**src/rtl/fex_issue_sched.sv**
```systemverilog
// FEX issue scheduler: reserves the single writeback slot at issue, tracks pending destinations, drives RAW stall.
// Optional macro FEX_WB_BYPASS_EN: a source retiring this cycle is forwarded instead of stalling.
module fex_issue_sched #(
  parameter int REG_IDX_W    = 5,
  parameter int MAX_LAT      = 8,
  parameter int MAX_INFLIGHT = 4,
  parameter int LAT_W        = 4
) (
  input  logic                               clk,
  input  logic                               rst,
  input  logic                               iss_valid,
  output logic                               iss_ready,
  input  logic [LAT_W-1:0]                   iss_lat,
  input  logic                               iss_wr,
  input  logic [REG_IDX_W-1:0]               iss_rd,
  input  logic                               iss_int_dst,
  input  logic [REG_IDX_W-1:0]               src1,
  input  logic [REG_IDX_W-1:0]               src2,
  input  logic                               src1_used,
  input  logic                               src2_used,
  output logic                               raw_stall,
  output logic                               wb_valid,
  output logic [REG_IDX_W-1:0]               wb_rd,
  output logic                               wb_int_dst,
  output logic                               fex_busy,
  output logic [$clog2(MAX_INFLIGHT+1)-1:0]  inflight_cnt
);

  localparam int NREG  = 2 ** REG_IDX_W;
  localparam int CNT_W = $clog2(MAX_INFLIGHT + 1);

  logic [MAX_LAT-1:0]   slot_occ;
  logic [MAX_LAT-1:0]   slot_wr;
  logic [MAX_LAT-1:0]   slot_int;
  logic [REG_IDX_W-1:0] slot_rd [MAX_LAT];
  logic [NREG-1:0]      pend;

  logic lat_ok;
  logic slot_free;
  logic cap_ok;
  logic waw_ok;
  logic src1_byp;
  logic src2_byp;
  logic accept;

  assign wb_valid   = slot_occ[0] & slot_wr[0];
  assign wb_rd      = slot_rd[0];
  assign wb_int_dst = slot_int[0];
  assign fex_busy   = (inflight_cnt != '0);
  assign accept     = iss_valid & iss_ready;

  // Slot index MAX_LAT lies past the table, so the longest latency never collides.
  always_comb begin
    lat_ok    = (iss_lat != '0) && (iss_lat <= LAT_W'(MAX_LAT));
    slot_free = 1'b1;
    for (int k = 1; k < MAX_LAT; k++) begin
      if (iss_lat == LAT_W'(k)) slot_free = ~slot_occ[k];
    end
    cap_ok = (inflight_cnt - CNT_W'(slot_occ[0])) < CNT_W'(MAX_INFLIGHT);
    waw_ok = ~iss_wr | ~pend[iss_rd] | (wb_valid & (wb_rd == iss_rd));
  end

`ifdef FEX_WB_BYPASS_EN
  assign src1_byp = wb_valid & (wb_rd == src1) & ~(iss_valid & iss_wr & (iss_rd == src1));
  assign src2_byp = wb_valid & (wb_rd == src2) & ~(iss_valid & iss_wr & (iss_rd == src2));
`else
  assign src1_byp = 1'b0;
  assign src2_byp = 1'b0;
`endif

  assign raw_stall = (src1_used & pend[src1] & ~src1_byp) |
                     (src2_used & pend[src2] & ~src2_byp);

  assign iss_ready = lat_ok & slot_free & cap_ok & waw_ok & ~raw_stall;

  // Shift toward slot 0 every cycle; a new op lands in slot lat-1 so it reaches slot 0 after lat cycles.
  always_ff @(posedge clk) begin
    if (rst) begin
      slot_occ     <= '0;
      slot_wr      <= '0;
      slot_int     <= '0;
      for (int k = 0; k < MAX_LAT; k++) slot_rd[k] <= '0;
      pend         <= '0;
      inflight_cnt <= '0;
    end else begin
      slot_occ <= {1'b0, slot_occ[MAX_LAT-1:1]};
      slot_wr  <= {1'b0, slot_wr[MAX_LAT-1:1]};
      slot_int <= {1'b0, slot_int[MAX_LAT-1:1]};
      for (int k = 0; k < MAX_LAT - 1; k++) slot_rd[k] <= slot_rd[k+1];
      slot_rd[MAX_LAT-1] <= '0;
      for (int k = 0; k < MAX_LAT; k++) begin
        if (accept && (iss_lat == LAT_W'(k + 1))) begin
          slot_occ[k] <= 1'b1;
          slot_wr[k]  <= iss_wr;
          slot_int[k] <= iss_int_dst;
          slot_rd[k]  <= iss_rd;
        end
      end
      if (wb_valid) pend[wb_rd] <= 1'b0;
      if (accept && iss_wr) pend[iss_rd] <= 1'b1;
      case ({accept, slot_occ[0]})
        2'b10:   inflight_cnt <= inflight_cnt + CNT_W'(1);
        2'b01:   inflight_cnt <= inflight_cnt - CNT_W'(1);
        default: inflight_cnt <= inflight_cnt;
      endcase
    end
  end

endmodule

```
**config.mk**
```make
export PLATFORM = sky130hd
export DESIGN_NAME = fex_issue_sched
export DESIGN_NICKNAME = d
export VERILOG_FILES = /design/src/rtl/fex_issue_sched.sv
export SDC_FILE = /design/constraint.sdc
export NUM_CORES = 1
export LEC_CHECK = 0
export ABC_AREA = 1
export CAP_MARGIN = 20
export CORE_MARGIN = 4
export CORE_UTILIZATION = 50
export CTS_CLUSTER_DIAMETER = 50
export DETAILED_ROUTE_END_ITERATION = 8
export HOLD_SLACK_MARGIN = 0.12
export PLACE_DENSITY = 0.69
export SLEW_MARGIN = 20
export SYNTH_ARGS = -nofsm -noshare
export SYNTH_HDL_FRONTEND = slang
export SYNTH_SLANG_ARGS = --single-unit
```
**constraint.sdc**
```tcl
create_clock -name clk -period 3.6 [get_ports clk]
set_clock_uncertainty 0.1 [all_clocks]
set_input_delay 0.72 -clock clk [delete_from_list [all_inputs] [get_ports clk]]
set_output_delay 0.72 -clock clk [all_outputs]
set_load 0.05 [all_outputs]
```
Word level (Yosys, flattened, before mapping):

Memories as Yosys holds them, arrays and structs flattened.
Index checks and enable logic that the tools add are counted.

* register bits after elaboration: 59
* RAM bits: 40
* logic and storage cells: 173
* output and inout bits: 13
* input bits: 26
* memories: 1

* bitwise gates (word level): 42
* $add $sub $neg: 3
* equality and inequality tests: 11
* reductions and logical operators: 16
* $lt $le $gt $ge: 8
* muxes and demuxes: 85

Memory list
* slot_rd: words 8, bits a word 5, read ports 8, clocked after memory_dff 0, wr ports 8, RTL line 35 `logic [REG_IDX_W-1:0] slot_rd [MAX_LAT];`

Operator list (count)
* 32-bit 2-to-1 mux: 3
* 5-bit 2-to-1 mux: 16
* 1-bit 2-to-1 mux: 60
* 32-bit AND: 1
* 32-bit NOT: 1
* 32-bit OR: 1
* 5-bit by 6-bit less-than comparator with 1-bit output, second input constant: 4
* 1-bit OR: 19
* 4-bit by 3-bit == test with 1-bit output, second input constant: 4
* 1-bit binary-select mux with 5-bit select: 3
* 1-bit logical AND: 12
* 1-bit NOT: 11
* 1-bit demux with 5-bit select: 2
* 5-bit by 1-bit >= comparator with 1-bit output, second input constant: 2
* 1-bit AND: 9
* 4-bit by 2-bit == test with 1-bit output, second input constant: 2
* 3-bit one-hot mux with 2 select lines: 1
* 5-bit == test: 1
* 4-bit by 1-bit == test with 1-bit output, second input constant: 1
* 4-bit == test, second input constant: 1
* 4-bit <= comparator, second input constant: 1
* 4-bit nonzero test: 1
* 3-bit by 1-bit adder with 3-bit output, second input constant: 1
* 3-bit less-than comparator, second input constant: 1
* other kinds (7): 7

Depth between registers and ports, before layout:

Gate-level depths: netlist of run 1.

* depth after elaboration: 18
* gate-level depth with buffers: 23
* depth with buffers taken out: 20

Worst setup path before layout of run 1:

Ideal clock, no wire load.

* path type: input -> register
* start point: input src2[0]
* end point: register inflight_cnt[2]
* required time: 3.378 ns
* buffers on the path: 4
* setup slack: -0.021 ns
* setup time: 0.122 ns
* arrival time: 3.399 ns
* stages on the path: 22
* cell sequence: buf_2 -> inv_2 -> buf_2 -> nand2_1 -> nand3_1 -> nand3_1 -> nand2_1 -> nand2_1 -> nand3_1 -> nand3_1 -> nand2_1 -> nor2_2 -> buf_6 -> buf_4 -> nand2_1 -> ha_1 -> inv_1 -> fa_1 -> a21oi_1 -> o21ai_0 -> o21ai_0 -> a21oi_1

* cells in the longest elaborated chain, start to end: 9
* elaborated cells on any way between the ends: 11
* those cells by class: eq/ne (2); mux (3); bitwise (5); reduce/logical (1)

Ends and longest elaborated chain
* start: declaration: RTL line 18 `input logic [REG_IDX_W-1:0] src2,`
* 1-bit binary-select mux with 5-bit select (*): RTL line 72 `(src2_used & pend[src2] & ~src2_byp);`
* 1-bit 2-to-1 mux (not written as such) (*): RTL line 72
* 1-bit AND (*): RTL line 72
* 1-bit OR (*): RTL line 71 `assign raw_stall = (src1_used & pend[src1] & ~src1_byp) |`
* net raw_stall: RTL line 21 `output logic raw_stall,`
* 1-bit NOT (*): RTL line 74 `assign iss_ready = lat_ok & slot_free & cap_ok & waw_ok & ~raw_stall;`
* 1-bit AND (*): RTL line 74
* net iss_ready: RTL line 12 `output logic iss_ready,`
* 1-bit AND (*): RTL line 50 `assign accept = iss_valid & iss_ready;`
* 2-bit by 1-bit == test with 1-bit output or 2-bit == test (tied branches): RTL line 101 `case ({accept, slot_occ[0]})`
* 3-bit one-hot mux with 2 select lines or 2-bit nonzero test (tied branches)
* end signal: assignment: RTL line 102 `2'b10: inflight_cnt <= inflight_cnt + CNT_W'(1);`
* end signal: assignment: RTL line 103 `2'b01: inflight_cnt <= inflight_cnt - CNT_W'(1);`
* end signal: assignment: RTL line 104 `default: inflight_cnt <= inflight_cnt;`
* end: declaration: RTL line 26 `output logic [$clog2(MAX_INFLIGHT+1)-1:0] inflight_cnt`

The timed path passes the listed nets; every way through them passes the cells marked *. The select of a mux whose other input is x is not followed.
A chain may end at the register's enable or synchronous reset.

Worst setup path after layout of run 1:

* start point: input src1[0]
* end point: output iss_ready

* cells in the longest elaborated chain, start to end: 6

Ends and longest elaborated chain
* start: declaration: RTL line 17 `input logic [REG_IDX_W-1:0] src1,`
* 1-bit binary-select mux with 5-bit select: RTL line 71
* 1-bit 2-to-1 mux (not written as such): RTL line 71
* 1-bit AND: RTL line 71
* 1-bit OR: RTL line 71
* 1-bit NOT: RTL line 74
* 1-bit AND: RTL line 74
* end: declaration: RTL line 12

No other way between the ends. The select of a mux whose other input is x is not followed.

==> impl_metrics.csv, run 1 <==
group,metric,value,unit
outcome,outcome,"finished, final reports clean",
grt,grt_pass1_wl,27260,um
floorplanning,pin_count,39,
clock_network,root_buffer,"clkbuf_16",
placed_design,hpwl,12120,um
placed_design,routabilityCongestion,0.9502,
placed_design,dp.cells,1028,
timing,fmax,294.1,MHz
power,p_leak,2.878,nW
route,routed-via-count,5733,
min_path,hold_depth,2,
synthesis,synth_area_per_cell,6.798,um^2
setup_path,cp_cell_sequence,"clkdlybuf4s50_1 > inv_2 > nand2_1 > nand3_1 > nand3_1 > nand2_1 > nand2_1 > nand3b_1 > nand3_1 > nand2_2 > nor2_4 > buf_4 > buf_12",
setup_path,r2r-end,"slot_rd[1][11]",
floorplanning,dieHeight,114.2,um
synthesis,synth_seq_cells,99,
setup_path,cpPeakStageDelay,0.55,ns
timing,min_period,3.401,ns
grt,overflow,0,
placed_design,io_buffer_count,38,
route,vias_per_cell,5.491,
timing,setup_viol,0,
final_layout,diodes,0,
floorplanning,dieArea,13030,um^2
setup_path,slowest_stage,"clkdlybuf4s50_1",
synthesis,yosysSeqAreaShare,40.50,%
setup_path,arrival,2.58,ns
power,finalPower,2.521,mW
setup_path,r2r_cells,14,
min_path,min_path_type,"flip-flop to flip-flop",
clock_network,cts_setup_buffers,0,
route,drt_iter0_drc,445,
grt,grt_pass1_vias,5568,
synthesis,synth_area,5635,um^2
clock_network,cts_tree,"done",
setup_path,r2r-start,"slot_rd[0][4]",
route,dr.pass1.iters,6,
power,irDropWorstVdd,389.0,uV
clock_network,cts_buffers,9,
synthesis,ys_warn_count,0,
route,drt_wl_total,16650,um
grt,grt_usage,26.27,%
final_layout,fillCellCount,1033,
setup_path,startpoint,"src1[0]",
min_path,hold_end,"slot_rd[1][0]",
final_layout,syn2layout_area_growth,18.69,%
setup_path,start_kind,"input port",
setup_path,required,2.78,ns
min_path,hold_start,"slot_rd[1][5]",
floorplanning,die_w,114.2,um
final_layout,final_nets,927,
setup_path,end_kind,"primary output",
clock_network,clk_latency,0.34,ns
floorplanning,rows,38,
timing,hold_viol_final,0,
floorplanning,start_util,51.53,%
setup_path,path_class,"input port to primary output",
setup_path,rrSetupSlack,0.92,ns
placed_design,post-place-ws,0.05573,ns
timing,setup_slack,0.1992,ns
timing,maxSlewHeadroom,55.66,%
timing,rsz0062_at_grt,"no",
final_layout,drive_gt1_share,8.186,%
timing,tns,0,ns
timing,whs,0.3568,ns
route,post-route-drc-count,0,
timing,tightest_slew,0.6641,ns
placed_design,post_dp_cell_area,6376,um^2
final_layout,final_area,6689,um^2
synthesis,ys_types,30,
grt,antenna_found_initial,0,
grt,grt_start_max_net_pins,45,
final_layout,stdcell_count,1044,
timing,finalCritPeriodShare,94.47,%
clock_network,clock_sinks,99,
job,drv_cap,0,
route,postRouteAntennaNets,0,
clock_network,htree_num_levels,3,
setup_path,path_max_fanout,16,
power,p_per_area,376.9,nW/um^2
final_layout,final_util,61.17,%
floorplanning,coreArea,10940,um^2
clock_network,clockBufferDepth,2,
synthesis,syn_inst,829,
timing,report.final.slew_viol_count,0,
clock_network,clk_pin_slew_worst_paths,0.07,ns
route,wl_per_cell,15.94,um
-- routing by layer --
layer  wire [um]  up-vias  part of all wire (%)  track usage [%]
met3        1029       49                   6.2            4.228
met5           0        -                     0                0
met1        6668     2615                    40            31.43
met2        8364      234                    50            46.33
met4         584        0                   3.5            11.64
li1            -     2835                     -                -
-- flip-flops by register name, indices dropped and copies added (netlist names) --
register and count:
inflight_cnt 3, slot_rd 40, slot_wr 8, pend 32
slot_int 8, slot_occ 8
-- cells by family after synthesis --
kind of cell	share of synthesized area, %
buffers and inverters	9.791
DFF	40.50
other	0.06654
xor gates and xnor gates	0.3109
and+or+nand+nor	39.08
adders and majority gates	0.5772
AOI/OAI and AO/OA	9.680
-- where the power goes --
group	internal, mW	total [mW]	switching, mW	leakage (nW)
Combinational	0.118	0.352	0.234	1.87
Sequential	1.18	1.19	0.0144	0.866
Clock	0.548	0.979	0.430	0.147
Total	1.84	2.52	0.679	2.88
-- cells in the final DEF, fill, tap and decap left out, types with 2 or more instances in the layout --
cell type	instances
o22ai_1	4
o21ai_1	18
edfxtp_1	30
buf_12	3
nor2_1	97
clkinv_1	3
inv_6	2
clkbuf_16	9
nor3_1	12
nand3_2	2
xor2_1	2
nand4_1	35
nand2_1	232
buf_4	40
conb_1	30
inv_1	68
dfxtp_1	69
a21oi_1	40
clkdlybuf4s50_1	34
inv_2	3
nand3_1	105
nand4_4	4
o21ai_0	46
-- synthesized netlist by cell type (all sizes together) --
| library cell | count | share of area [%] |
|---|---|---|
| nand2 | 233 | 16 |
| nand4 | 40 | 5.6 |
| clkbuf | 10 | 0.67 |
| nor3 | 13 | 1.2 |
| edfxtp | 30 | 16 |
| fa | 1 | 0.36 |
| conb | 1 | 0.067 |
| nand3 | 108 | 10 |
| dfxtp | 69 | 25 |
| o22ai | 4 | 0.44 |
| clkinv | 2 | 0.13 |
| xor2 | 2 | 0.31 |
| buf | 40 | 4.2 |
| o21ai | 64 | 5.7 |
| nand3b | 1 | 0.13 |
| a21oi | 40 | 3.6 |
| inv | 72 | 4.8 |
| ha | 1 | 0.22 |
| nor2 | 98 | 6.6 |
-- layout make-up --
cell class / count / area [um^2] / share of cell area (%)
sequential: 99 / 2282 / 34.12
tap: 140 / 175.2 / 2.619
clock buffer: 10 / 229.0 / 3.423
timing repair buffer: 80 / 733.2 / 10.96
multi-input combinational: 635 / 2918 / 43.62
clock inverter: 6 / 71.32 / 1.066
inverter: 74 / 280.3 / 4.190
-- repair_timing --
action	4_1_cts	5_1_grt
gates resized for setup	0	5
hold buffers	0	0
setup endpoints to repair	0	1
-- worst max-delay path by stage --
| stage | end | slack (ns) | depth (start not counted) |
|---|---|---|---|
| 6_report | iss_ready | 0.20 | 13 |
| 5_1_grt | iss_ready | 0.02 | 11 |
| 4_1_cts | iss_ready | 0.17 | 10 |
| 3_5_place_dp | inflight_cnt[2] | 0.06 | 21 |
| 3_3_place_gp | inflight_cnt[2] | 0.04 | 21 |
| 2_1_floorplan | inflight_cnt[2] | 0.12 | 22 |
-- worst max-delay path, delay by kind of cell --
family	cells	cell delay, ns
AND/OR/NAND/NOR	9	0.79
buffers and inverters	4	1.06
(Power assumes the default switching activity.)
==> run 2: changes to the inputs <==
--- a/config.mk
+++ b/config.mk
@@ -9,6 +9,7 @@
 export CAP_MARGIN = 20
 export CORE_MARGIN = 4
 export CORE_UTILIZATION = 50
+export CTS_BUF_LIST = sky130_fd_sc_hd__clkbuf_16
 export CTS_CLUSTER_DIAMETER = 50
 export DETAILED_ROUTE_END_ITERATION = 8
 export HOLD_SLACK_MARGIN = 0.12
==> run 2 against run 1 <==
  * First-iteration DRC count is the same
  * Fmax barely moved
  * Worst hold slack is the same
  * Critical path type unchanged
  * Die area did not move
  * Combinational power about the same
  * Final area unchanged
  * Largest power group unchanged
==> impl_metrics.csv, run 2 (same netlist as run 1, synthesis figures left out) <==
group,metric,value,unit
floorplanning,dieArea,13030,um^2
clock_network,cts_tree,"done",
route,dr.pass1.iters,8,
min_path,hold_depth,2,
clock_network,root_buffer,"clkbuf_16",
clock_network,clk_latency,0.34,ns
timing,hold_viol_final,0,
clock_network,postCtsHoldBufs,0,
grt,grt_pass1_wl,27260,um
setup_path,slowest_stage,"clkdlybuf4s50_1",
final_layout,layout_commonest_cell,"nand2_1",
floorplanning,dieHeight,114.2,um
final_layout,syn2layout_area_growth,18.69,%
final_layout,regArea,2282,um^2
route,post-route-drc-count,0,
setup_path,start_kind,"input port",
final_layout,final_nets,927,
final_layout,diodes,0,
grt,grt_pass1_vias,5568,
route,vias_per_cell,5.489,
grt,grt_start_max_net_pins,45,
setup_path,r2r_cells,14,
setup_path,end_kind,"primary output",
clock_network,clk_pin_slew_worst_paths,0.07,ns
job,drv_cap,0,
placed_design,hpwl,12120,um
timing,tns,0,ns
timing,rsz0062_at_grt,"no",
final_layout,final_cell_mix,"nand2_1 (232), nand3_1 (105), nor2_1 (97)",
final_layout,top_register,"slot_rd",
final_layout,multiInputGateArea,2918,um^2
timing,fmax,294.0,MHz
setup_path,cp_cell_sequence,"clkdlybuf4s50_1 > clkinv_1 > buf_4 > o22ai_1 > nor2_1 > nand3_1 > nand2_1 > inv_1 > nand2_1 > nand3_1 > nor2_4 > buf_4 > buf_12",
power,p_leak,2.882,nW
clock_network,htree_num_levels,3,
min_path,hold_start,"slot_rd[1][5]",
timing,report.final.slew_viol_count,0,
grt,overflow,0,
power,irDropWorstVdd,388.8,uV
setup_path,path_class,"input port to primary output",
final_layout,fillCellCount,1033,
timing,min_period,3.402,ns
min_path,hold_end,"slot_rd[1][0]",
timing,tightest_slew,0.6637,ns
timing,maxSlewHeadroom,55.69,%
setup_path,cpPeakStageDelay,0.49,ns
min_path,min_path_type,"flip-flop to flip-flop",
route,drt_wl_total,16670,um
power,p_per_area,377.0,nW/um^2
floorplanning,start_util,51.53,%
timing,setup_viol,0,
setup_path,r2r-start,"slot_rd[0][4]",
setup_path,arrival,2.58,ns
route,drt_iter0_drc,445,
final_layout,reg.largest.list,"slot_rd (40), pend (32)",
final_layout,drive_gt1_share,8.186,%
setup_path,required,2.78,ns
outcome,outcome,"finished, final reports clean",
setup_path,r2r-end,"slot_rd[1][11]",
placed_design,routabilityCongestion,0.9502,
timing,finalCritPeriodShare,94.50,%
grt,grt_usage,26.27,%
setup_path,path_max_fanout,9,
grt,antenna_found_initial,0,
floorplanning,pin_count,39,
route,wl_per_cell,15.97,um
route,routed-via-count,5730,
clock_network,cts_buffers,9,
floorplanning,die_w,114.2,um
floorplanning,rows,38,
clock_network,clockBufferDepth,2,
final_layout,largest_register_ffs,40,
power,finalPower,2.521,mW
floorplanning,coreArea,10940,um^2
route,postRouteAntennaNets,0,
clock_network,clock_sinks,99,
setup_path,rrSetupSlack,0.91,ns
placed_design,io_buffer_count,38,
## run 2: changes by cell type in the layout (fill, tap and decap cells not counted), sizes merged
cell    change
inv         +1
clkbuf      -1
## run 2: worst max-delay path by stage
stage | endpoint | startpoint | slack (ns)
after global placement | inflight_cnt[2] | iss_rd[0] | 0.04
after CTS | iss_ready | iss_lat[0] | 0.17
final | iss_ready | iss_rd[3] | 0.20
after detailed placement | inflight_cnt[2] | iss_rd[0] | 0.06
after global routing | iss_ready | iss_lat[2] | 0.02
after floorplan | inflight_cnt[2] | src2[0] | 0.12
## run 2: layout make-up
| class | instances | area share (%) |
|---|---|---|
| multi-input cells | 635 | 43.62 |
| flip-flops and latches | 99 | 34.12 |
| repair buffers | 80 | 10.96 |
| inverters | 74 | 4.190 |
| clock buffers | 9 | 3.367 |
| well taps | 140 | 2.619 |
| clock inverters | 7 | 1.122 |
## run 2: timing repair
action,CTS,global route
setup endpoints to repair,0,1
resized for setup,0,5
buffers inserted,0,0
## run 2: report_power, final
part           leakage, nW  switching, mW  internal [mW]
Sequential           0.866         0.0144           1.18
Combinational         1.87          0.234          0.118
Clock                0.151          0.433          0.545
## run 2: routing by layer
metal	vias to the layer above	GRT usage (%)	part of all wire, %
li1	2833	-	-
met1	2599	31.43	40
met2	246	46.33	50
met3	52	4.228	6.6
met4	0	11.64	3.9
met5	-	0	0
## run 2: worst max-delay path, delay by kind of cell
family / cells / cell delay (ns)
AO/OA/AOI/OAI: 1 / 0.19
buffers and inverters: 6 / 1.24
AND/OR/NAND/NOR: 6 / 0.42
## run 2: per-stage QoR
stage / worst slack (ns) / area, um^2 / hold slack (ns) / utilization, % / std cells
after floorplan: 0.1213 / 5747 / 0.3275 / - / 858
after global placement: 0.04186 / 6376 / 0.3385 / 58.31 / 1028
after detailed placement: 0.05573 / 6376 / 0.3469 / 58.31 / 1028
after CTS: 0.1728 / 6676 / 0.3591 / 61.05 / 1044
after global routing: 0.01746 / 6689 / 0.3823 / 61.17 / 1044
final: 0.1981 / 6689 / 0.3568 / 61.17 / 1044
